### src/rtl/wr_resp_direction_buffer.sv
// Per-direction write-response return buffer: one independent FIFO per direction,
// valid/ready drain to each master, almost-full backpressure and sticky overflow flags.
module wr_resp_direction_buffer #(
    parameter int WIDTH    = 4,
    parameter int DEPTH    = 4,
    parameter int AFULL_TH = 1,
    parameter int TXNID_W  = 8,
    parameter int SB_W     = 4
) (
    input  logic                              clk,
    input  logic                              rst_n,
    input  logic [WIDTH-1:0]                  v_in_vld,
    input  logic [WIDTH*(TXNID_W+SB_W)-1:0]   v_in_pld,
    output logic [WIDTH-1:0]                  v_out_vld,
    output logic [WIDTH*(TXNID_W+SB_W)-1:0]   v_out_pld,
    input  logic [WIDTH-1:0]                  v_out_rdy,
    output logic [WIDTH-1:0]                  v_afull,
    output logic [WIDTH-1:0]                  v_ovf
);

    // Each payload slot is {sideband, txnid}.
    localparam int PLD_W = TXNID_W + SB_W;
    localparam int PTR_W = $clog2(DEPTH);
    localparam int CNT_W = $clog2(DEPTH + 1);

    localparam logic [CNT_W-1:0] FULL_LVL  = CNT_W'(DEPTH);
    localparam logic [CNT_W-1:0] AFULL_LVL = CNT_W'(DEPTH - AFULL_TH);

    for (genvar i = 0; i < WIDTH; i++) begin : g_dir
        logic [PLD_W-1:0] mem [DEPTH];
        logic [PTR_W-1:0] wr_ptr;
        logic [PTR_W-1:0] rd_ptr;
        logic [CNT_W-1:0] count;
        logic             ovf;
        logic             empty;
        logic             full;
        logic             pop;
        logic             push;

        assign empty = (count == '0);
        assign full  = (count == FULL_LVL);
        assign pop   = !empty && v_out_rdy[i];
        // A full FIFO still accepts a push when the head leaves on the same edge.
        assign push  = v_in_vld[i] && (!full || pop);

        // NOTE: sequential state uses non-blocking assignments so every register
        // samples pre-edge values regardless of statement order.
        always_ff @(posedge clk) begin
            if (!rst_n) begin
                wr_ptr <= '0;
                rd_ptr <= '0;
                count  <= '0;
                ovf    <= 1'b0;
            end else begin
                if (push) wr_ptr <= wr_ptr + 1'b1;
                if (pop)  rd_ptr <= rd_ptr + 1'b1;

                if (push && !pop)      count <= count + 1'b1;
                else if (pop && !push) count <= count - 1'b1;

                if (v_in_vld[i] && full && !pop) ovf <= 1'b1;
            end
        end

        // NOTE: storage is deliberately not reset; the pointers and count define
        // which entries are live, so clearing the array would only cost reset fan-out.
        always_ff @(posedge clk) begin
            if (rst_n && push) mem[wr_ptr] <= v_in_pld[i*PLD_W +: PLD_W];
        end

        assign v_out_vld[i]                 = !empty;
        assign v_out_pld[i*PLD_W +: PLD_W]  = mem[rd_ptr];
        assign v_afull[i]                   = (count >= AFULL_LVL);
        assign v_ovf[i]                     = ovf;
    end

endmodule

### config.mk
export PLATFORM = sky130hd
export DESIGN_NAME = wr_resp_direction_buffer
export DESIGN_NICKNAME = d
export VERILOG_FILES = /design/src/rtl/wr_resp_direction_buffer.sv
export SDC_FILE = /design/constraint.sdc
export NUM_CORES = 1
export LEC_CHECK = 0
export BUFFER_PORTS_ARGS = -buffer_cell sky130_fd_sc_hd__buf_4
export CELL_PAD_IN_SITES_DETAIL_PLACEMENT = 1
export CELL_PAD_IN_SITES_GLOBAL_PLACEMENT = 1
export CORE_MARGIN = 2
export CORE_UTILIZATION = 28
export DETAILED_ROUTE_END_ITERATION = 10
export GPL_TIMING_DRIVEN = 0
export PLACE_DENSITY_LB_ADDON = 0.1
export SYNTH_ARGS = -nofsm -noshare
export SYNTH_HDL_FRONTEND = slang
export SYNTH_SLANG_ARGS = --single-unit
export TNS_END_PERCENT = 20
### constraint.sdc
create_clock -name clk -period 3.7 [get_ports clk]
set_clock_uncertainty 0.2 [all_clocks]
set_input_delay 0.555 -clock clk [delete_from_list [all_inputs] [get_ports clk]]
set_output_delay 0.555 -clock clk [all_outputs]
set_load 0.03 [all_outputs]
# --- Yosys cells after proc, flatten, opt, wreduce, memory -nomap -nowiden ---
# Memories as Yosys holds them, arrays and structs flattened. A register that Yosys moved wholly into a read port is not among the register bits.
# Cells that the tools add are included.
totals:
  register_bits: 32
  ram_bits: 192
  inputBits: 58
  output_inout_bits: 60
  mem_count: 4
classes:
  n_addsub: 16
  n_lt_le_gt_ge: 4
  eq_ne: 4
  muxes: 24
  n_reduce_logical: 56
mem_list:
  columns: ["memory", "depth", "word_bits", "rd", "rd_clocked_by_memory_dff", "write_ports", "line", "rtl"]
  rows:
  - ["g_dir[0].mem", 4, 12, 1, 1, 1, "30", "logic [PLD_W-1:0] mem [DEPTH];"]
  - ["g_dir[1].mem", 4, 12, 1, 1, 1, "30", null]
  - ["g_dir[2].mem", 4, 12, 1, 1, 1, "30", null]
  - ["g_dir[3].mem", 4, 12, 1, 1, 1, "30", null]
ops:
  columns: ["op", "count"]
  rows:
  - ["$logic_and A1 B1 Y1", 28]
  - ["$mux W3", 8]
  - ["$add A2 B1 Y2 const B", 8]
  - ["$logic_not A1 Y1", 16]
  - ["$mux W2", 8]
  - ["$add A3 B1 Y3 const B", 4]
  - ["$eq A3 B3 Y1 const B", 4]
  - ["$ge A3 B2 Y1 const B", 4]
  - ["$logic_not A3 Y1", 4]
  - ["$sub A3 B1 Y3 const B", 4]
  - ["$mux W1", 8]
  - ["$reduce_bool A2 Y1", 4]
  - ["$logic_or A1 B1 Y1", 4]

# --- Logic depth before layout (Yosys ltp) ---
depth:
  depth_word: 9
  mapped_depth: 9

# --- Worst setup path after synthesis ---
# No wires, ideal clock.
synth_path:
  path_type: "in2reg"
  start: "input port v_out_rdy[1]"
  end: "register g_dir[1].count[2]"
  setup_time_ps: 76
  t_arrival_ps: 2009
  path_slack_ps: 1415
  path_stages: 9
  path_cell_list: "nor4b_2 -> nor2b_1 -> buf_6 -> ha_1 -> inv_1 -> fa_1 -> xor2_1 -> or3_1 -> a21boi_0"
synth_between:
  elab_chain_cells: 6
  elab_cells_between_ends: 9
synth_lines:
  columns: ["item", "line", "rtl"]
  rows:
  - ["from (decl)", "16", "input logic [WIDTH-1:0] v_out_rdy,"]
  - ["$logic_and A1 B1 Y1 (*)", "42", "assign pop = !empty && v_out_rdy[i];"]
  - ["$logic_or A1 B1 Y1", "44", "assign push = v_in_vld[i] && (!full || pop);"]
  - ["$logic_and A1 B1 Y1", "44", null]
  - ["$logic_not A1 Y1", "59", "else if (pop && !push) count <= count - 1'b1;"]
  - ["$logic_and A1 B1 Y1", "59", null]
  - ["$reduce_bool A2 Y1 (no line)", null, null]
  - ["to (signal assigned)", "58", "if (push && !pop) count <= count + 1'b1;"]
  - ["to (signal assigned)", "59", null]
  - ["to (decl)", "33", "logic [CNT_W-1:0] count;"]
# Mark *: on every way between the ends. The rest lies on a longest branch, timed or not.
# A chain may end at the register's enable or synchronous reset.

==> impl_metrics.toml <==
[status]
status = "finished clean"

[cts]
clock_latency_ns = 0.52
total_clock_buffers_created_by_cts = 27
post_cts_resize_count = 0
clock-root-buffer = "sky130_fd_sc_hd__clkbuf_16"
tritoncts_num_sinks = 232
clock_tree.htree_level_count = 1
cts-root-to-sink-buffers = 3
clkTransAtPathRegs_ns = 0.06
tritoncts = "built"

[grt]
grt_pass1_vias = 5198
grt_pass1_wl_mm = 29.0
number_of_antenna_violations_at_the_first_check_in_global_routing = 0
pin_count_of_the_biggest_net_entering_global_routing = 14
grt.overflow.total = 0
grt_util_all_layers = 0.113

[worst_setup_path]
worstRegToRegCells = 9
cp-end-kind = "output port"
startpoint_type = "flip-flop"
worst_r2r_startpoint = "g_dir[2].count[0]"
worstPathArrival_ns = 2.06
critical_path_class = "flip-flop to output port"
required_ns = 2.94
critPathMaxFanout = 10

[timing]
final-max-slew-violation-count = 0
fmaxAchievable_ghz = 0.355
setup_violations = 0
totalNegativeSetupSlack_ns = 0
grt_setup_unrepaired = "no"
finalHoldWorstSlack_ns = 0.0285
worst_pin_slew_ns = 0.727
max-slew-margin-rel = 0.515
post-route-min-period_ns = 2.82
final-hold-violation-count = 0
period_share = 0.761

[cells_and_area]
antenna_cells_inserted = 0
filler_cell_count = 3175
postLayoutCellArea_um2 = 11500
layout-drive-gt1-share = 0.361
multi_input_area_um2 = 2330
layout-area-overhead-vs-synth_pct = 26.0
regArea_um2 = 6570
final-instance-count-excl-fill = 1066
finish.net_count = 693

[logic_synthesis]
post_synth_num_cell_types = 27
synth-seq-cells = 232
largest_family_of_logic_cells_by_synthesized_area = "multiplexers"
synth_edf_count = 192
synth_largest_area_cell = "sky130_fd_sc_hd__edfxtp_1"
post_synth_fa_ha_maj_area_fraction = 0.0363
net_count_of_the_mapped_netlist = 544
yosysWarningCount = 0
synthDominantCellAreaShare = 0.634
synth_compound_gate_area_share = 0.0220
top_post_synthesis_cells_by_count = "sky130_fd_sc_hd__edfxtp_1, sky130_fd_sc_hd__mux4_2, sky130_fd_sc_hd__dfxtp_1, sky130_fd_sc_hd__ha_1"
syn_inst = 462
post_synth_and_or_nand_nor_area_fraction = 0.0509
synth_async_sr_flop_share = 0
synth.avg_cell_area_um2 = 19.7
synth_ff_type = "sky130_fd_sc_hd__edfxtp_1"
netlist_area_um2 = 9090
yosysSeqAreaShare = 0.722
synthMostInstantiatedCell = "sky130_fd_sc_hd__edfxtp_1"
synthXorXnorAreaFrac = 0.0154
synth.mux.area_fraction = 0.132
post_synth_main_area_contributors = "sky130_fd_sc_hd__edfxtp_1, sky130_fd_sc_hd__mux4_2, sky130_fd_sc_hd__dfxtp_1, sky130_fd_sc_hd__ha_1, sky130_fd_sc_hd__mux2i_1"

[pwr]
peakVddDrop_v = 0.000379
p_total_mw = 8.30
pwrdens_nw_per_um2 = 725
p_leak_nw = 4.06

[die]
floorplan.die_area_um2 = 33900
core.rowCount = 65
floorplan.initialDensity = 0.286
dieWidth_um = 184
chipHeight_um = 184
total_core_area_um2 = 31800
num_io_pins = 118

[min_path]
hold_removal_path_class = "primary input to flip-flop"
hp-start = "v_in_pld[47]"
holdPathStages = 1

[route]
wl_per_cell_um = 17.6
via_count = 4564
drc = 0
wirelength_mm = 18.8
drt-vias-per-instance = 4.28
ant_nets = 0
dr.first_iter.drc_count = 205
drt_pre_antenna_iters = 4

[placed_design]
place_area_um2 = 10500
dp_hpwl_mm = 12.3
port_buffers = 116
post-place-cells = 1013
gp_routability_congestion = 0.681

[flow_run]
timing.max_cap.violations = 0
==> through the flow <==
stage,util,setup slack (ns)
floorplan,-,1.42
global placement,0.330,1.19
detailed placement,0.330,1.06
CTS,0.360,0.780
global route,0.360,0.740
finish,0.360,0.884
==> power breakdown <==
part,leakage (nW),internal (mW),total [mW],switching (mW)
clock,0.450,1.67,2.70,1.02
combinational,1.53,1.06,2.30,1.24
sequential,2.07,3.06,3.30,0.238
total,4.06,5.80,8.30,2.50
==> worst paths after layout <==
check	endpoint	slack, ns
max	v_out_pld[36]	0.88
min	g_dir[3].mem[1][11]	0.03
max reg2reg	g_dir[2].count[2]	1.12
min reg2reg	g_dir[0].wr_ptr[0]	0.30
==> flip-flops by register name (all words and copies together), names as in the netlist, named ones only <==
register      flops
g_dir.mem       192
g_dir.wr_ptr      8
g_dir.count      12
g_dir.rd_ptr      8
g_dir.ovf         4
==> logic make-up after synthesis <==
kind of cell    Yosys count
xor+xnor                 16
buf+inv                  34
simple gates             72
flops                   232
mux                      60
fa+ha+maj                24
compound gates           24
==> layer usage <==
layer / global-route usage / vias up / wire length, µm
li1: - / 2110 / -
met1: 0.132 / 2322 / 7570
met2: 0.209 / 101 / 9870
met3: 0.0243 / 31 / 872
met4: 0.0314 / 0 / 488
met5: 0 / - / 0
==> placed cells by master (no fill, tap or decap), types with 12 or more instances in the layout <==
cell                        synthesis  routed
sky130_fd_sc_hd__and2_1            16      16
sky130_fd_sc_hd__and3_1            16      16
sky130_fd_sc_hd__buf_4              8     124
sky130_fd_sc_hd__clkbuf_16          0      27
sky130_fd_sc_hd__dfxtp_1           40      40
sky130_fd_sc_hd__edfxtp_1         192     192
sky130_fd_sc_hd__ha_1              20      20
sky130_fd_sc_hd__inv_1             12      12
sky130_fd_sc_hd__mux2i_1           12      12
sky130_fd_sc_hd__mux4_2            48      48
sky130_fd_sc_hd__nand2_1           16      16
sky130_fd_sc_hd__nor2b_1           12      12
sky130_fd_sc_hd__xnor2_1           12      12
==> critical path, stage by stage (launching register included) <==
cell,delay [ns]
sky130_fd_sc_hd__dfxtp_1,0.39
sky130_fd_sc_hd__buf_1,0.53
sky130_fd_sc_hd__mux4_2,0.42
sky130_fd_sc_hd__buf_4,0.19
==> what timing repair did <==
item / CTS / global route
hold endpoints to repair: 12 / 0
buffers inserted: 0 / 0
hold buffers: 4 / 0
==> cell type report <==
type	count	area share
Timing Repair Buffer	120	0.0795
Sequential cell	232	0.573
Clock inverter	21	0.0200
Multi-Input combinational cell	196	0.204
Tap cell	435	0.0475
Inverter	12	0.00393
Clock buffer	28	0.0593
Buffer	22	0.0125
(Power assumes the default switching activity.)
